===== src/rtl/mealy_stim_seq_if.sv =====
// ---------------------------------------------------------------------------
// mealy_stim_seq_if
//   Bundles the program-load handshake, playback controls, FSM drive/response
//   signals and debug taps of the Mealy-FSM stimulus sequencer.
//
//   slave  modport : the sequencer itself
//   master modport : whatever loads programs and watches results
//
//   Signals
//     load_valid / load_sym / load_ready : program append handshake
//     clear, start, auto, step_pulse     : playback controls
//     fsm_out                            : registered output of the driven FSM
//     sw_out, ctrl_out                   : FSM switch input and step strobe
//     resp_bits, resp_count              : captured responses
//     busy, done                         : playback status
//     dbg_state, dbg_len                 : sequencer state and program length
// ---------------------------------------------------------------------------
interface mealy_stim_seq_if #(
  parameter int DEPTH = 16
);
  localparam int CW = $clog2(DEPTH + 1);

  logic             load_valid;
  logic [1:0]       load_sym;
  logic             load_ready;
  logic             clear;
  logic             start;
  logic             auto;
  logic             step_pulse;
  logic             fsm_out;
  logic [1:0]       sw_out;
  logic             ctrl_out;
  logic [DEPTH-1:0] resp_bits;
  logic [CW-1:0]    resp_count;
  logic             busy;
  logic             done;
  logic [2:0]       dbg_state;
  logic [CW-1:0]    dbg_len;

  modport slave (
    input  load_valid, load_sym, clear, start, auto, step_pulse, fsm_out,
    output load_ready, sw_out, ctrl_out, resp_bits, resp_count, busy, done,
           dbg_state, dbg_len
  );

  modport master (
    output load_valid, load_sym, clear, start, auto, step_pulse, fsm_out,
    input  load_ready, sw_out, ctrl_out, resp_bits, resp_count, busy, done,
           dbg_state, dbg_len
  );
endinterface


===== src/rtl/mealy_stim_seq.sv =====
// ---------------------------------------------------------------------------
// mealy_stim_seq
//   Stimulus sequencer for the board's two-state Mealy FSM. A program of
//   2-bit symbols is appended while idle, then played out one symbol per
//   step on sw_out with a single-cycle ctrl_out strobe. The FSM's registered
//   output is captured after every strobe into resp_bits for LED display.
//
//   Ports
//     clk    : system clock
//     reset  : asynchronous active-high reset; aborts playback, loses program
//     bus    : mealy_stim_seq_if.slave (see interface header)
//
//   Parameters
//     DEPTH  : maximum program length in symbols (>= 2)
//     PERIOD : clocks each symbol dwells in SETUP when auto = 1 (>= 1)
//
//   Load handshake: a symbol is appended on a rising clock edge where
//   load_valid && load_ready. load_ready is decoded from registers only
//   (IDLE and not full), so it never depends combinationally on load_valid.
//   A clear in the same cycle suppresses the append.
//
//   State sequence per symbol: SETUP (sw_out stable, waits for step_pulse or
//   the dwell timer) -> STROBE (ctrl_out high one cycle) -> CAPTURE (FSM
//   output sampled) -> SETUP for the next symbol, or DONE after the last.
// ---------------------------------------------------------------------------
module mealy_stim_seq #(
  parameter int DEPTH  = 16,
  parameter int PERIOD = 50_000_000
) (
  input  logic              clk,
  input  logic              reset,
  mealy_stim_seq_if.slave   bus
);

  localparam int CW = $clog2(DEPTH + 1);
  localparam int AW = (DEPTH > 1) ? $clog2(DEPTH) : 1;
  localparam int TW = (PERIOD > 1) ? $clog2(PERIOD) : 1;

  localparam logic [TW-1:0] TIMER_LAST = TW'(PERIOD - 1);
  localparam logic [CW-1:0] LEN_FULL   = CW'(DEPTH);

  typedef enum logic [2:0] {
    S_IDLE    = 3'd0,
    S_SETUP   = 3'd1,
    S_STROBE  = 3'd2,
    S_CAPTURE = 3'd3,
    S_DONE    = 3'd4
  } state_t;

  state_t           r_state;
  state_t           w_state_nxt;

  logic [1:0]       r_mem [DEPTH];
  logic [CW-1:0]    r_len;
  logic [CW-1:0]    r_idx;
  logic [TW-1:0]    r_timer;
  logic [1:0]       r_sw;
  logic             r_ctrl;
  logic             r_busy;
  logic             r_done;
  logic [DEPTH-1:0] r_resp_bits;
  logic [CW-1:0]    r_resp_count;

  logic             w_rest;
  logic             w_load_ready;
  logic             w_clear;
  logic             w_load_acc;
  logic [CW-1:0]    w_eff_len;
  logic             w_start;
  logic             w_timer_hit;
  logic             w_last;
  logic             w_step_go;
  logic [CW-1:0]    w_idx_nxt;
  logic [AW-1:0]    w_idx_a;
  logic [AW-1:0]    w_idx_nxt_a;
  logic [AW-1:0]    w_wr_a;
  logic [1:0]       w_first_sym;

  // ---------------------------------------------------------------------
  // Control decode
  // ---------------------------------------------------------------------
  // IDLE and DONE are the only states that accept clear/start.
  assign w_rest       = (r_state == S_IDLE) || (r_state == S_DONE);
  assign w_load_ready = (r_state == S_IDLE) && (r_len < LEN_FULL);
  assign w_clear      = bus.clear && w_rest;
  // Clear outranks a same-cycle append.
  assign w_load_acc   = bus.load_valid && w_load_ready && !bus.clear;
  // A symbol appended in the start cycle is part of the program played.
  assign w_eff_len    = r_len + CW'(w_load_acc);
  assign w_start      = bus.start && w_rest && !bus.clear && (w_eff_len != '0);
  assign w_timer_hit  = (r_timer == TIMER_LAST);
  assign w_last       = (r_idx == (r_len - CW'(1)));
  // auto is sampled every SETUP cycle, so switching modes mid-playback
  // applies on the next SETUP cycle without touching the timer.
  assign w_step_go    = bus.auto ? w_timer_hit : bus.step_pulse;

  assign w_idx_nxt    = r_idx + CW'(1);
  assign w_idx_a      = r_idx[AW-1:0];
  assign w_idx_nxt_a  = w_idx_nxt[AW-1:0];
  assign w_wr_a       = r_len[AW-1:0];
  // With an empty program the first symbol is the one being appended now.
  assign w_first_sym  = (r_len == '0) ? bus.load_sym : r_mem[0];

  // ---------------------------------------------------------------------
  // Next-state logic
  // ---------------------------------------------------------------------
  always_comb begin
    w_state_nxt = r_state;
    unique case (r_state)
      S_IDLE, S_DONE: begin
        if (w_clear)      w_state_nxt = S_IDLE;
        else if (w_start) w_state_nxt = S_SETUP;
      end
      S_SETUP: begin
        if (w_step_go) w_state_nxt = S_STROBE;
      end
      S_STROBE:  w_state_nxt = S_CAPTURE;
      S_CAPTURE: w_state_nxt = w_last ? S_DONE : S_SETUP;
      default:   w_state_nxt = S_IDLE;
    endcase
  end

  // ---------------------------------------------------------------------
  // State register and registered status outputs
  // ---------------------------------------------------------------------
  // ctrl_out/busy/done come straight from flops loaded from the next state,
  // so they are glitch-free and ctrl_out can only be high in STROBE, which
  // always lasts exactly one cycle.
  always_ff @(posedge clk or posedge reset) begin
    if (reset) begin
      r_state <= S_IDLE;
      r_ctrl  <= 1'b0;
      r_busy  <= 1'b0;
      r_done  <= 1'b0;
    end else begin
      r_state <= w_state_nxt;
      r_ctrl  <= (w_state_nxt == S_STROBE);
      r_busy  <= (w_state_nxt == S_SETUP) || (w_state_nxt == S_STROBE) ||
                 (w_state_nxt == S_CAPTURE);
      r_done  <= (w_state_nxt == S_DONE);
    end
  end

  // ---------------------------------------------------------------------
  // Datapath: length, index, dwell timer, switch drive, responses
  // ---------------------------------------------------------------------
  always_ff @(posedge clk or posedge reset) begin
    if (reset) begin
      r_len        <= '0;
      r_idx        <= '0;
      r_timer      <= '0;
      r_sw         <= 2'd0;
      r_resp_bits  <= '0;
      r_resp_count <= '0;
    end else begin
      if (w_clear) begin
        r_len        <= '0;
        r_resp_bits  <= '0;
        r_resp_count <= '0;
      end else begin
        if (w_load_acc) r_len <= r_len + CW'(1);
        if (w_start) begin
          r_idx        <= '0;
          r_timer      <= '0;
          r_sw         <= w_first_sym;
          r_resp_bits  <= '0;
          r_resp_count <= '0;
        end
      end

      // The timer stops at its terminal value on leaving SETUP and is
      // cleared again when the next SETUP is entered.
      if ((r_state == S_SETUP) && bus.auto && !w_timer_hit)
        r_timer <= r_timer + TW'(1);

      // The FSM registered its output on the STROBE edge, so fsm_out is
      // valid throughout CAPTURE. sw_out advances only here, keeping it
      // stable from the first SETUP cycle through CAPTURE.
      if (r_state == S_CAPTURE) begin
        r_resp_bits[w_idx_a] <= bus.fsm_out;
        r_resp_count         <= r_resp_count + CW'(1);
        if (!w_last) begin
          r_idx   <= w_idx_nxt;
          r_timer <= '0;
          r_sw    <= r_mem[w_idx_nxt_a];
        end
      end
    end
  end

  // Program storage needs no reset: length is the validity marker.
  always_ff @(posedge clk) begin
    if (w_load_acc) r_mem[w_wr_a] <= bus.load_sym;
  end

  // ---------------------------------------------------------------------
  // Outputs
  // ---------------------------------------------------------------------
  assign bus.load_ready = w_load_ready;
  assign bus.sw_out     = r_sw;
  assign bus.ctrl_out   = r_ctrl;
  assign bus.resp_bits  = r_resp_bits;
  assign bus.resp_count = r_resp_count;
  assign bus.busy       = r_busy;
  assign bus.done       = r_done;
  assign bus.dbg_state  = r_state;
  assign bus.dbg_len    = r_len;

endmodule


===== src/flat_wrapper.sv =====
// flat-port wrapper written by rule: the top's interface ports become plain ports
module mealy_stim_seq_flat 
#(
  parameter int DEPTH  = 16,
  parameter int PERIOD = 50_000_000
)
  (clk, reset, bus_load_valid, bus_load_sym, bus_clear, bus_start, bus_auto, bus_step_pulse, bus_fsm_out, bus_load_ready, bus_sw_out, bus_ctrl_out, bus_resp_bits, bus_resp_count, bus_busy, bus_done, bus_dbg_state, bus_dbg_len);
  mealy_stim_seq_if #(.DEPTH(DEPTH)) bus_i ();
  input  logic clk;
  input  logic reset;
  input wire logic [$bits(bus_i.load_valid)-1:0] bus_load_valid;
  input wire logic [$bits(bus_i.load_sym)-1:0] bus_load_sym;
  input wire logic [$bits(bus_i.clear)-1:0] bus_clear;
  input wire logic [$bits(bus_i.start)-1:0] bus_start;
  input wire logic [$bits(bus_i.auto)-1:0] bus_auto;
  input wire logic [$bits(bus_i.step_pulse)-1:0] bus_step_pulse;
  input wire logic [$bits(bus_i.fsm_out)-1:0] bus_fsm_out;
  output wire logic [$bits(bus_i.load_ready)-1:0] bus_load_ready;
  output wire logic [$bits(bus_i.sw_out)-1:0] bus_sw_out;
  output wire logic [$bits(bus_i.ctrl_out)-1:0] bus_ctrl_out;
  output wire logic [$bits(bus_i.resp_bits)-1:0] bus_resp_bits;
  output wire logic [$bits(bus_i.resp_count)-1:0] bus_resp_count;
  output wire logic [$bits(bus_i.busy)-1:0] bus_busy;
  output wire logic [$bits(bus_i.done)-1:0] bus_done;
  output wire logic [$bits(bus_i.dbg_state)-1:0] bus_dbg_state;
  output wire logic [$bits(bus_i.dbg_len)-1:0] bus_dbg_len;
  assign bus_i.load_valid = bus_load_valid;
  assign bus_i.load_sym = bus_load_sym;
  assign bus_i.clear = bus_clear;
  assign bus_i.start = bus_start;
  assign bus_i.auto = bus_auto;
  assign bus_i.step_pulse = bus_step_pulse;
  assign bus_i.fsm_out = bus_fsm_out;
  assign bus_load_ready = bus_i.load_ready;
  assign bus_sw_out = bus_i.sw_out;
  assign bus_ctrl_out = bus_i.ctrl_out;
  assign bus_resp_bits = bus_i.resp_bits;
  assign bus_resp_count = bus_i.resp_count;
  assign bus_busy = bus_i.busy;
  assign bus_done = bus_i.done;
  assign bus_dbg_state = bus_i.dbg_state;
  assign bus_dbg_len = bus_i.dbg_len;
  mealy_stim_seq #(.DEPTH(DEPTH), .PERIOD(PERIOD)) u_core (.clk(clk), .reset(reset), .bus(bus_i));
endmodule

===== config.mk =====
export PLATFORM = sky130hd
export DESIGN_NAME = mealy_stim_seq_flat
export DESIGN_NICKNAME = d
export VERILOG_FILES = /design/src/rtl/mealy_stim_seq_if.sv /design/src/rtl/mealy_stim_seq.sv /design/src/flat_wrapper.sv
export SDC_FILE = /design/constraint.sdc
export NUM_CORES = 1
export LEC_CHECK = 0
export ABC_CLOCK_PERIOD_IN_PS = 3300
export BUFFER_PORTS_ARGS = -buffer_cell sky130_fd_sc_hd__buf_2
export CAP_MARGIN = 0
export CORE_MARGIN = 2
export CORE_UTILIZATION = 62
export CTS_BUF_LIST = sky130_fd_sc_hd__clkbuf_4
export DETAILED_ROUTE_END_ITERATION = 12
export MAX_ROUTING_LAYER = met4
export PLACE_DENSITY = 0.84
export REMOVE_ABC_BUFFERS = 1
export SLEW_MARGIN = 0
export SYNTH_ARGS = -nofsm -noshare
export SYNTH_HDL_FRONTEND = slang
export SYNTH_SLANG_ARGS = --single-unit

===== constraint.sdc =====
create_clock -name clk -period 3.3 [get_ports clk]
set_input_delay 0.495 -clock clk [delete_from_list [all_inputs] [get_ports clk]]
set_output_delay 0.495 -clock clk [all_outputs]
set_load 0.05 [all_outputs]

# == After elaboration in Yosys (flattened, before gate mapping) ==
# Memories as Yosys holds them, arrays and structs flattened.
# Cells that the tools add are included.
# word_totals
ff_bits,65
ram_bits,32
inputBits,10
wordCells,84
memories,1
# classes
n_addsub,6
order_cmp,3
eq_ne,10
n_mux,33
reduce_logical,21
# mem_list
name,depth,width,rd,rd_ports_with_merged_regs,wr,line_no,source
u_core.r_mem,16,2,2,0,1,mealy_stim_seq.sv:53,logic [1:0] r_mem [DEPTH];
# ops
operator,count
26-bit 2-to-1 mux,5
16-bit 2-to-1 mux,3
5-bit 2-to-1 mux,9
"26-bit by 1-bit adder with 26-bit output, second input constant",1
"26-bit equality test, second input constant",1
16-bit bitwise mux,1
"5-bit by 1-bit adder with 5-bit output, second input constant",3
"3-bit by 2-bit equality test with 1-bit output, second input constant",4
3-bit 2-to-1 mux,4
3-bit one-hot mux with 4 select lines,1
1-bit logical AND,10
2-bit 2-to-1 mux,5
"3-bit by 1-bit equality test with 1-bit output, second input constant",2
"3-bit equality test, second input constant",2
5-bit by 1-bit adder with 5-bit output,1
5-bit equality test,1
5-bit logical NOT,1
"4-bit by 5-bit < comparator with 1-bit output, second input constant",1
"5-bit < comparator, second input constant",1
5-bit nonzero test,1
"5-bit by 1-bit subtractor with 5-bit output, second input constant",1
1-bit demux with 4-bit select,1
"4-bit by 1-bit greater-or-equal comparator with 1-bit output, second input constant",1
1-bit 2-to-1 mux,4
other kinds (6),9

# == Depth between registers and ports, before layout ==
# Gate-level depths: netlist (run 1).
# logic_depth
ltp_word,13
mapped_depth,12
ltp_nobuf,9

# == Worst setup path after synthesis (run 1) ==
# Ideal clock, no wire load.
# synth_timing
path_type,reg2reg
from,"reg u_core.r_state[1], in the netlist u_core.bus.dbg_state[1]"
to,"reg u_core.r_resp_count[0], in the netlist u_core.bus.resp_count[0]"
setup_ns,0.065
t_arrival_ns,2.908
setup_slack_ns,0.327
stages_incl_launch_ff,12
cell_sequence,dfrtp_1 -> buf_2 -> nor3_1 -> and3_1 -> buf_2 -> ha_1 -> ha_1 -> o41a_1 -> a211o_1 -> buf_2 -> nor2_1 -> mux2_2
# synth_via
elab_chain_cells,8
# synth_lines
element,line_no,source
from (decl),mealy_stim_seq.sv:50,state_t r_state;
from (signal assigned),mealy_stim_seq.sv:136,r_state <= w_state_nxt;
3-bit logical NOT,"mealy_stim_seq.sv:83, mealy_stim_seq.sv:84",
1-bit logical AND,mealy_stim_seq.sv:84,assign w_load_ready = (r_state == S_IDLE) && (r_len < LEN_FULL);
1-bit logical AND (2 in a row),mealy_stim_seq.sv:87,assign w_load_acc = bus.load_valid && w_load_ready && !bus.clear;
5-bit by 1-bit adder with 5-bit output,mealy_stim_seq.sv:89,assign w_eff_len = r_len + CW'(w_load_acc);
5-bit nonzero test,mealy_stim_seq.sv:90,assign w_start = bus.start && w_rest && !bus.clear && (w_eff_len != '0);
1-bit logical AND,mealy_stim_seq.sv:90,
3-bit nonzero test (no line),-,
to (signal assigned),mealy_stim_seq.sv:181,r_resp_count <= r_resp_count + CW'(1);
to (decl),mealy_stim_seq.sv:62,logic [CW-1:0] r_resp_count;
# Several ways; a longest one is shown, not always the timed one.
# A chain may end at the register's enable or synchronous reset.

# == Final worst setup path (run 1) ==
# layout_timing
from,"reg u_core.r_state[0], in the netlist u_core.bus.dbg_state[0]"
to,"reg u_core.r_resp_count[0], in the netlist u_core.bus.resp_count[0]"
# The elaborated chain is that of the path after synthesis.

==> impl_results.md, run 1 <==
- Outcome: finished, final reports clean
- Count of hold-fix buffers inserted at cts: 0
- Least-Margin Pin Slew: 1016 ps
- Post-detail-place hpwl: 7838 um
- Top-Level Pins: between 40 and 50
- Post-synthesis area per instance: 10.67 sq um
- Count of nets after finishing: roughly 540
- Destination of the worst register-to-register timing path: u_core.bus.resp_count[0]
- Die Width: 94.53 um
- Floorplan die area: 0.008936 sq mm
- Final Hold Viols: 0
- Die span in y: ~95 um
- Via count of the routed design: 4009
- Crit path max-delay cell type: dfrtp_1
- Critical path class: reg2reg
- Leakage power summed over all cells: around 2.3 nW
- Number of library cell types mapped by synthesis: 62
- Overall Global Routing Usage: 0.2786
- Post-route DRC: 0
- Total overflow reported by the global router: 0
- Crit path time final: between 2000 and 3000 ps
- Number of DRC markers in iteration 0: between 300 and 400
- CP Data Arrival Time: 3300 ps
- Largest net degree at the start of global routing: 27
- # fillers: 638
- RSZ-0062 raised after global routing: no
- Worst hold slack: 36.53 ps
- Count of max-cap constraint violations: 0
- Top cell by count, worst path: ha_1
- TritonCTS clock tree: built
- Crit Path Max Fanout: 20
- Kind of start point of the critical path: flip-flop
- Final cell area excluding filler cells: 0.005512 sq mm
- Number of cell instances on the worst register-to-register path: 9
- Ratio of total power to cell area: roughly 670 mW/mm^2
- Timing startpoint of the critical path: u_core.bus.dbg_state[0]
- Wire length of the first global-routing pass: 18690 um
- Clock transition at path regs: 150 ps
- Average wire per cell in the routed design: 18.05 um
- Number of placement rows: 33
- Signed area change from the synthesized netlist to the final layout: 8.471%
- CTS buffer count: 9
- Gpl congestion: 0.8407
- Proportion of synthesized chip area in sequential cells: 0.5092
- Wire length after detailed routing: 11240 um
- Worst setup EP type: flip-flop
- Core outline area: 0.008093 sq mm
- Number of placed instances, taps included: 607
- Remaining max-slew budget at the tightest pin: 0.3179
- 1st-pass router iterations: 5
- Number of antenna-violating nets in the routed design: 0
- Clk sinks: between 90 and 100
- Cell area after placement: around 0.0054 sq mm
- Post-detailed-route via-to-cell ratio: 6.435
- Path category of the worst min-delay check: in2async
- Root buffer cell: clkbuf_4
- Number of buffer and inverter instances along the worst setup path: 0
- Post-CTS setup buffers: 0
- Post-synth EDFFs: 32
- Largest vdd supply drop: around 570 uV
- Final Power: 3.697 mW
- Final Cycle Share: 0.8946
- FF+latch count, synth: 97
- Fraction of registers with async set or reset after synthesis: 0.6701
- Pins over their slew limit: 0
- Share of final-layout standard cells stronger than drive strength 1: 0.1931
- Critical register-to-register path startpoint: u_core.bus.dbg_state[0]
- Number of global-route vias before repair: 3854
- Kind of cell with the highest combined delay on the critical path: compound AO/OA/AOI/OAI gates
- Core occupancy in the finished layout: 0.6810
- Post-cts repair resize count: 0
- Maximum buffer depth of the clock tree: 2
- Number of synthesis warnings: 0
- Inserted Diodes: 0
- Post-Synthesis Cells: 476
- FF-to-FF setup slack: ~350 ps
- Synthesized area: 0.005081 sq mm
- Synth Flop Type: dfrtp_1
- Critical path data required time: 3650 ps
- Effective utilization at floorplan: 0.6279
- Slowest cell delay on critical path: 520 ps
- Sequence of cells on the critical path: nor3_1, and3_1, ha_1, ha_1, xor2_1, o41a_1, a211o_1, nor2_1, mux2_2
- Htree depth: 3
- Final setup skew: 14.13 ps
- Initial antenna violation count: 0
- Port buffer count: 44
- Endpoints failing setup: 0
- Clock Latency Late Sink: 450 ps
- Fmax: 338.7 MHz
- Non-filler instance count after layout: 623
[worst max-delay path by stage]
stage                               end  slack [ps]  cells after the start
2_1_floorplan   u_core.bus.dbg_state[0]        -180                      8
3_3_place_gp   u_core.bus.resp_count[0]         450                      9
3_5_place_dp   u_core.bus.resp_count[0]         350                     10
4_1_cts        u_core.bus.resp_count[0]         380                      8
5_1_grt        u_core.bus.resp_count[0]          60                      9
6_report       u_core.bus.resp_count[0]         350                      9
[synthesized netlist by cell type, drive strengths merged, types with 2 or more instances]
library cell | instances | share of area
nor4b | 2 | 0.0034
and2 | 3 | 0.0037
and3 | 5 | 0.0062
or3 | 8 | 0.0099
ha | 13 | 0.032
buf | 15 | 0.017
nor3 | 4 | 0.0039
o22ai | 2 | 0.0025
nand4 | 23 | 0.031
o211a | 2 | 0.0039
nor2 | 43 | 0.032
clkbuf | 12 | 0.0089
a21oi | 26 | 0.027
or2 | 10 | 0.012
o21ba | 2 | 0.0039
a2bb2oi | 2 | 0.0034
o211ai | 10 | 0.015
mux4 | 8 | 0.035
nand2b | 4 | 0.0049
edfxtp | 32 | 0.19
mux2 | 5 | 0.011
o2bb2ai | 3 | 0.0052
nor4 | 2 | 0.0025
o31ai | 12 | 0.018
or4 | 9 | 0.015
dfrtp | 65 | 0.32
inv | 8 | 0.0059
and4 | 5 | 0.0086
xor2 | 10 | 0.017
nor2b | 4 | 0.0049
mux2i | 10 | 0.020
o21ai | 38 | 0.040
xnor2 | 7 | 0.012
nand2 | 35 | 0.026
nand3 | 21 | 0.021
[per-stage QoR]
step           setup TNS, ps  setup slack, ps
4_1_cts                    0            380.8
5_1_grt                    0            63.06
3_3_place_gp               0            452.7
3_5_place_dp               0            353.8
6_report                   0            347.7
2_1_floorplan         -742.2           -176.4
[routing by layer]
| metal | GRT usage | wire, um | up-vias |
|---|---|---|---|
| met3 | 0.04150 | 581 | 30 |
| met2 | 0.4131 | 5189 | 141 |
| met4 | 0.1075 | 265 | 0 |
| li1 | - | - | 1857 |
| met1 | 0.3925 | 5205 | 1981 |
| met5 | - | 0 | - |
[kinds of logic (layout without fill, tap and decap cells)]
logic type | Yosys count | in the layout | synth area share
AND/OR/NAND/NOR | 185 | 185 | 0.1975
AO/OA/AOI/OAI | 106 | 106 | 0.1335
flip-flops | 97 | 97 | 0.5092
buffers and inverters | 35 | 77 | 0.03226
multiplexers | 23 | 23 | 0.06624
XOR/XNOR | 17 | 17 | 0.02930
adder cells (fa/ha/maj) | 13 | 13 | 0.03201
[worst register-to-register path, delay by kind of cell (launching register included)]
kind / cells / cell delay [ps]
simple gates: 3 / 640
flops: 1 / 520
xor+xnor: 1 / 230
mux: 1 / 300
compound gates: 2 / 710
fa+ha+maj: 2 / 460
[flip-flops by register name, indices dropped and copies added (netlist names)]
signal,flops
u_core.r_timer,26
u_core.bus.ctrl_out,1
u_core.r_mem,32
u_core.bus.sw_out,2
u_core.bus.done,1
u_core.bus.resp_count,5
u_core.bus.dbg_state,3
u_core.bus.dbg_len,5
u_core.bus.busy,1
u_core.r_idx,5
u_core.bus.resp_bits,16
[placed cells by master (no fill, tap or decap), drive strengths merged, types with 4 or more instances in the layout]
master / Yosys / routed
dfrtp: 65 / 65
buf: 15 / 53
nor2: 43 / 43
o21ai: 38 / 38
nand2: 35 / 35
edfxtp: 32 / 32
a21oi: 26 / 26
nand4: 23 / 23
nand3: 21 / 21
ha: 13 / 13
o31ai: 12 / 12
inv: 8 / 11
xor2: 10 / 10
mux2i: 10 / 10
o211ai: 10 / 10
or2: 10 / 10
clkbuf: 12 / 9
or4: 9 / 9
mux4: 8 / 8
or3: 8 / 8
xnor2: 7 / 7
and3: 5 / 5
mux2: 5 / 5
and4: 5 / 5
nor3: 4 / 4
nor2b: 4 / 4
nand2b: 4 / 4
[where the power goes]
| group | leakage (nW) | internal [mW] | total [mW] | switching [mW] |
|---|---|---|---|---|
| Combinational | 1.04 | 0.540 | 1.52 | 0.976 |
| Clock | 0.0789 | 0.240 | 0.658 | 0.418 |
| Sequential | 1.18 | 1.36 | 1.52 | 0.163 |
[cell type report]
| type | instances | area [sq um] | share of cell area |
|---|---|---|---|
| sequential | 97 | 2587 | 0.4695 |
| multi-input combinational | 344 | 2330 | 0.4227 |
| timing repair buffer | 53 | 287.8 | 0.05221 |
| inverter | 8 | 30.03 | 0.005448 |
| clock buffer | 9 | 67.56 | 0.01226 |
| tap | 105 | 131.4 | 0.02384 |
| clock inverter | 7 | 77.57 | 0.01407 |
Note: power is estimated with default switching activity, not from simulation.
==> run 2: changes to the inputs <==
--- a/config.mk
+++ b/config.mk
@@ -8,12 +8,14 @@
 export ABC_CLOCK_PERIOD_IN_PS = 3300
 export BUFFER_PORTS_ARGS = -buffer_cell sky130_fd_sc_hd__buf_2
 export CAP_MARGIN = 0
+export CELL_PAD_IN_SITES_DETAIL_PLACEMENT = 1
+export CELL_PAD_IN_SITES_GLOBAL_PLACEMENT = 1
 export CORE_MARGIN = 2
-export CORE_UTILIZATION = 62
+export CORE_UTILIZATION = 49
 export CTS_BUF_LIST = sky130_fd_sc_hd__clkbuf_4
 export DETAILED_ROUTE_END_ITERATION = 12
 export MAX_ROUTING_LAYER = met4
-export PLACE_DENSITY = 0.84
+export PLACE_DENSITY = 0.83
 export REMOVE_ABC_BUFFERS = 1
 export SLEW_MARGIN = 0
 export SYNTH_ARGS = -nofsm -noshare
==> impl_results.md, run 2 (synthesis gave the netlist of run 1 again) <==
- Endpoints failing setup: 0
- Leakage power summed over all cells: 2.309 nW
- Post-detail-place hpwl: 9356 um
- Final Hold Viols: 0
- Setup WS pre-CTS: 314.1 ps
- Ratio of total power to cell area: 689.3 mW/mm^2
- Average wire per cell in the routed design: 20.12 um
- Post-route DRC: 0
- Worst hold path cell count: 2
- Hold worst-path end: u_core.bus.dbg_len[4]
- Initial antenna violation count: 0
- Overall Global Routing Usage: 0.2530
- Gpl congestion: 0.8023
- Launch point of the worst hold path: bus_clear
- Destination of the worst register-to-register timing path: u_core.bus.resp_count[0]
- Post-cts repair resize count: 0
- Share of final-layout standard cells stronger than drive strength 1: 0.1946
- Register with the most flip-flops: u_core.r_mem
- Root buffer cell: clkbuf_4
- Via count of the routed design: 4045
- Inserted Diodes: 0
- Outcome: finished, final reports clean
- Max reg flops: 32
- Wire length after detailed routing: between 10000 and 15000 um
- Total overflow reported by the global router: 0
- Critical path class: reg2reg
- CTS buffer count: 9
- Maximum buffer depth of the clock tree: 2
- Path category of the worst min-delay check: in2reg
- Clk sinks: 97
- Number of global-route vias before repair: 4117
- Crit path time final: approximately 2900 ps
- Count of nets after finishing: around 540
- Die Width: around 110 um
- Signed area change from the synthesized netlist to the final layout: 9.702%
- Clock transition at path regs: approximately 160 ps
- Least-Margin Pin Slew: 975.7 ps
- Count of hold-fix buffers inserted at cts: 0
- P_sw: 1.622 mW
- Core occupancy in the finished layout: 0.5473
- Worst hold slack: 209.6 ps
- Fin worst setup slack: 439.7 ps
- Number of cell instances on the worst register-to-register path: 9
- Floorplan die area: 0.01120 sq mm
- Critical path data required time: 3670 ps
- FF-to-FF setup slack: roughly 440 ps
- Number of DRC markers in iteration 0: between 150 and 200
- Top-Level Pins: 45
- Htree depth: 3
- Post-CTS setup buffers: 0
- Final sum of negative setup slack: 0 ps
- Sw frac: 0.4220
- Pint: 2.221 mW
- CP Data Arrival Time: between 3000 and 4000 ps
- Clock Latency Late Sink: around 470 ps
- Number of placed instances, taps included: 639
- Non-filler instance count after layout: about 660
- Combinational Power Share: 0.412
- Fmax: 349.6 MHz
- Wire length of the first global-routing pass: 21470 um
- Final setup skew: 13.36 ps
- Most used cells in the layout excluding fill and tap cells: 65 x dfrtp_1, 44 x buf_2, 42 x nor2_1
- Remaining max-slew budget at the tightest pin: 0.3452
- Final Cycle Share: 0.8668
- Crit Path Max Fanout: 20
- # fillers: 1159
- Leading cell type in the layout, fill and taps excluded: dfrtp_1
- Number of antenna-violating nets in the routed design: 0
- Port buffer count: 44
- Count of max-cap constraint violations: 0
- Worst setup EP type: flip-flop
- 1st-pass router iterations: 4
- Largest vdd supply drop: just over 500 uV
- Clock power frac: 0.192
- Pins over their slew limit: 0
- RSZ-0062 raised after global routing: no
- TritonCTS clock tree: built
- Effective utilization at floorplan: 0.4989
- Largest net degree at the start of global routing: 66
- Core outline area: a little over 0.01 sq mm
- Number of placement rows: 37
- Die span in y: 105.8 um
- Critical register-to-register path startpoint: u_core.bus.dbg_state[0]
- Kind of start point of the critical path: flip-flop
- Post-detailed-route via-to-cell ratio: just over 6
- Proportion of power drawn by flip-flops and latches: 0.396
run 2: through the flow:
stage / instance area [sq um] / total power [mW]
global placement: 5413 / 3.026
finish: 5574 / 3.842
floorplan: 4947 / 2.642
detailed placement: 5413 / 3.116
CTS: 5574 / 3.856
global route: 5574 / 4.052
run 2: power by group through the flow:
stage / registers (mW) / clock network [mW] / logic, mW
floorplan: 1.77 / 0 / 0.868
global placement: 1.53 / 0 / 1.50
detailed placement: 1.55 / 0 / 1.57
CTS: 1.52 / 0.748 / 1.59
global route: 1.54 / 0.789 / 1.72
finish: 1.52 / 0.737 / 1.58
run 2: worst max path at each step:
stage,start,end,cells past startpoint
finish,u_core.bus.dbg_state[0],u_core.bus.resp_count[0],9
global route,u_core.bus.dbg_state[0],u_core.bus.resp_count[0],9
CTS,u_core.bus.dbg_state[1],u_core.bus.resp_count[0],9
detailed placement,bus_clear,u_core.bus.resp_count[0],10
global placement,bus_clear,u_core.bus.resp_count[0],9
floorplan,u_core.bus.dbg_state[1],u_core.bus.dbg_state[0],8
run 2: layout make-up:
class | count | area [sq um] | area share
Sequential cell | 97 | 2587 | 0.4642
Multi-Input combinational cell | 344 | 2330 | 0.4180
Timing Repair Buffer | 54 | 295.3 | 0.05297
Tap cell | 136 | 170.2 | 0.03053
Clock inverter | 7 | 93.84 | 0.01684
Clock buffer | 9 | 67.56 | 0.01212
Inverter | 8 | 30.03 | 0.005387
run 2: routing by layer:
layer  share of wire  track usage  wire length (um)  up-vias
met5               0            -                 0        -
met4           0.020      0.09586               266        0
met3           0.049      0.03278               641       24
met2            0.49       0.3995              6418      122
met1            0.44       0.3366              5849     2051
li1                -            -                 -     1848
run 2: worst max-delay path: stages, from the launching register on:
cell     delay (ps)
dfrtp_1         440
nor3_1          230
and3_1          230
ha_1            220
ha_1            220
xor2_1          230
o41a_1          220
a211o_1         550
nor2_1          140
mux2_2          290
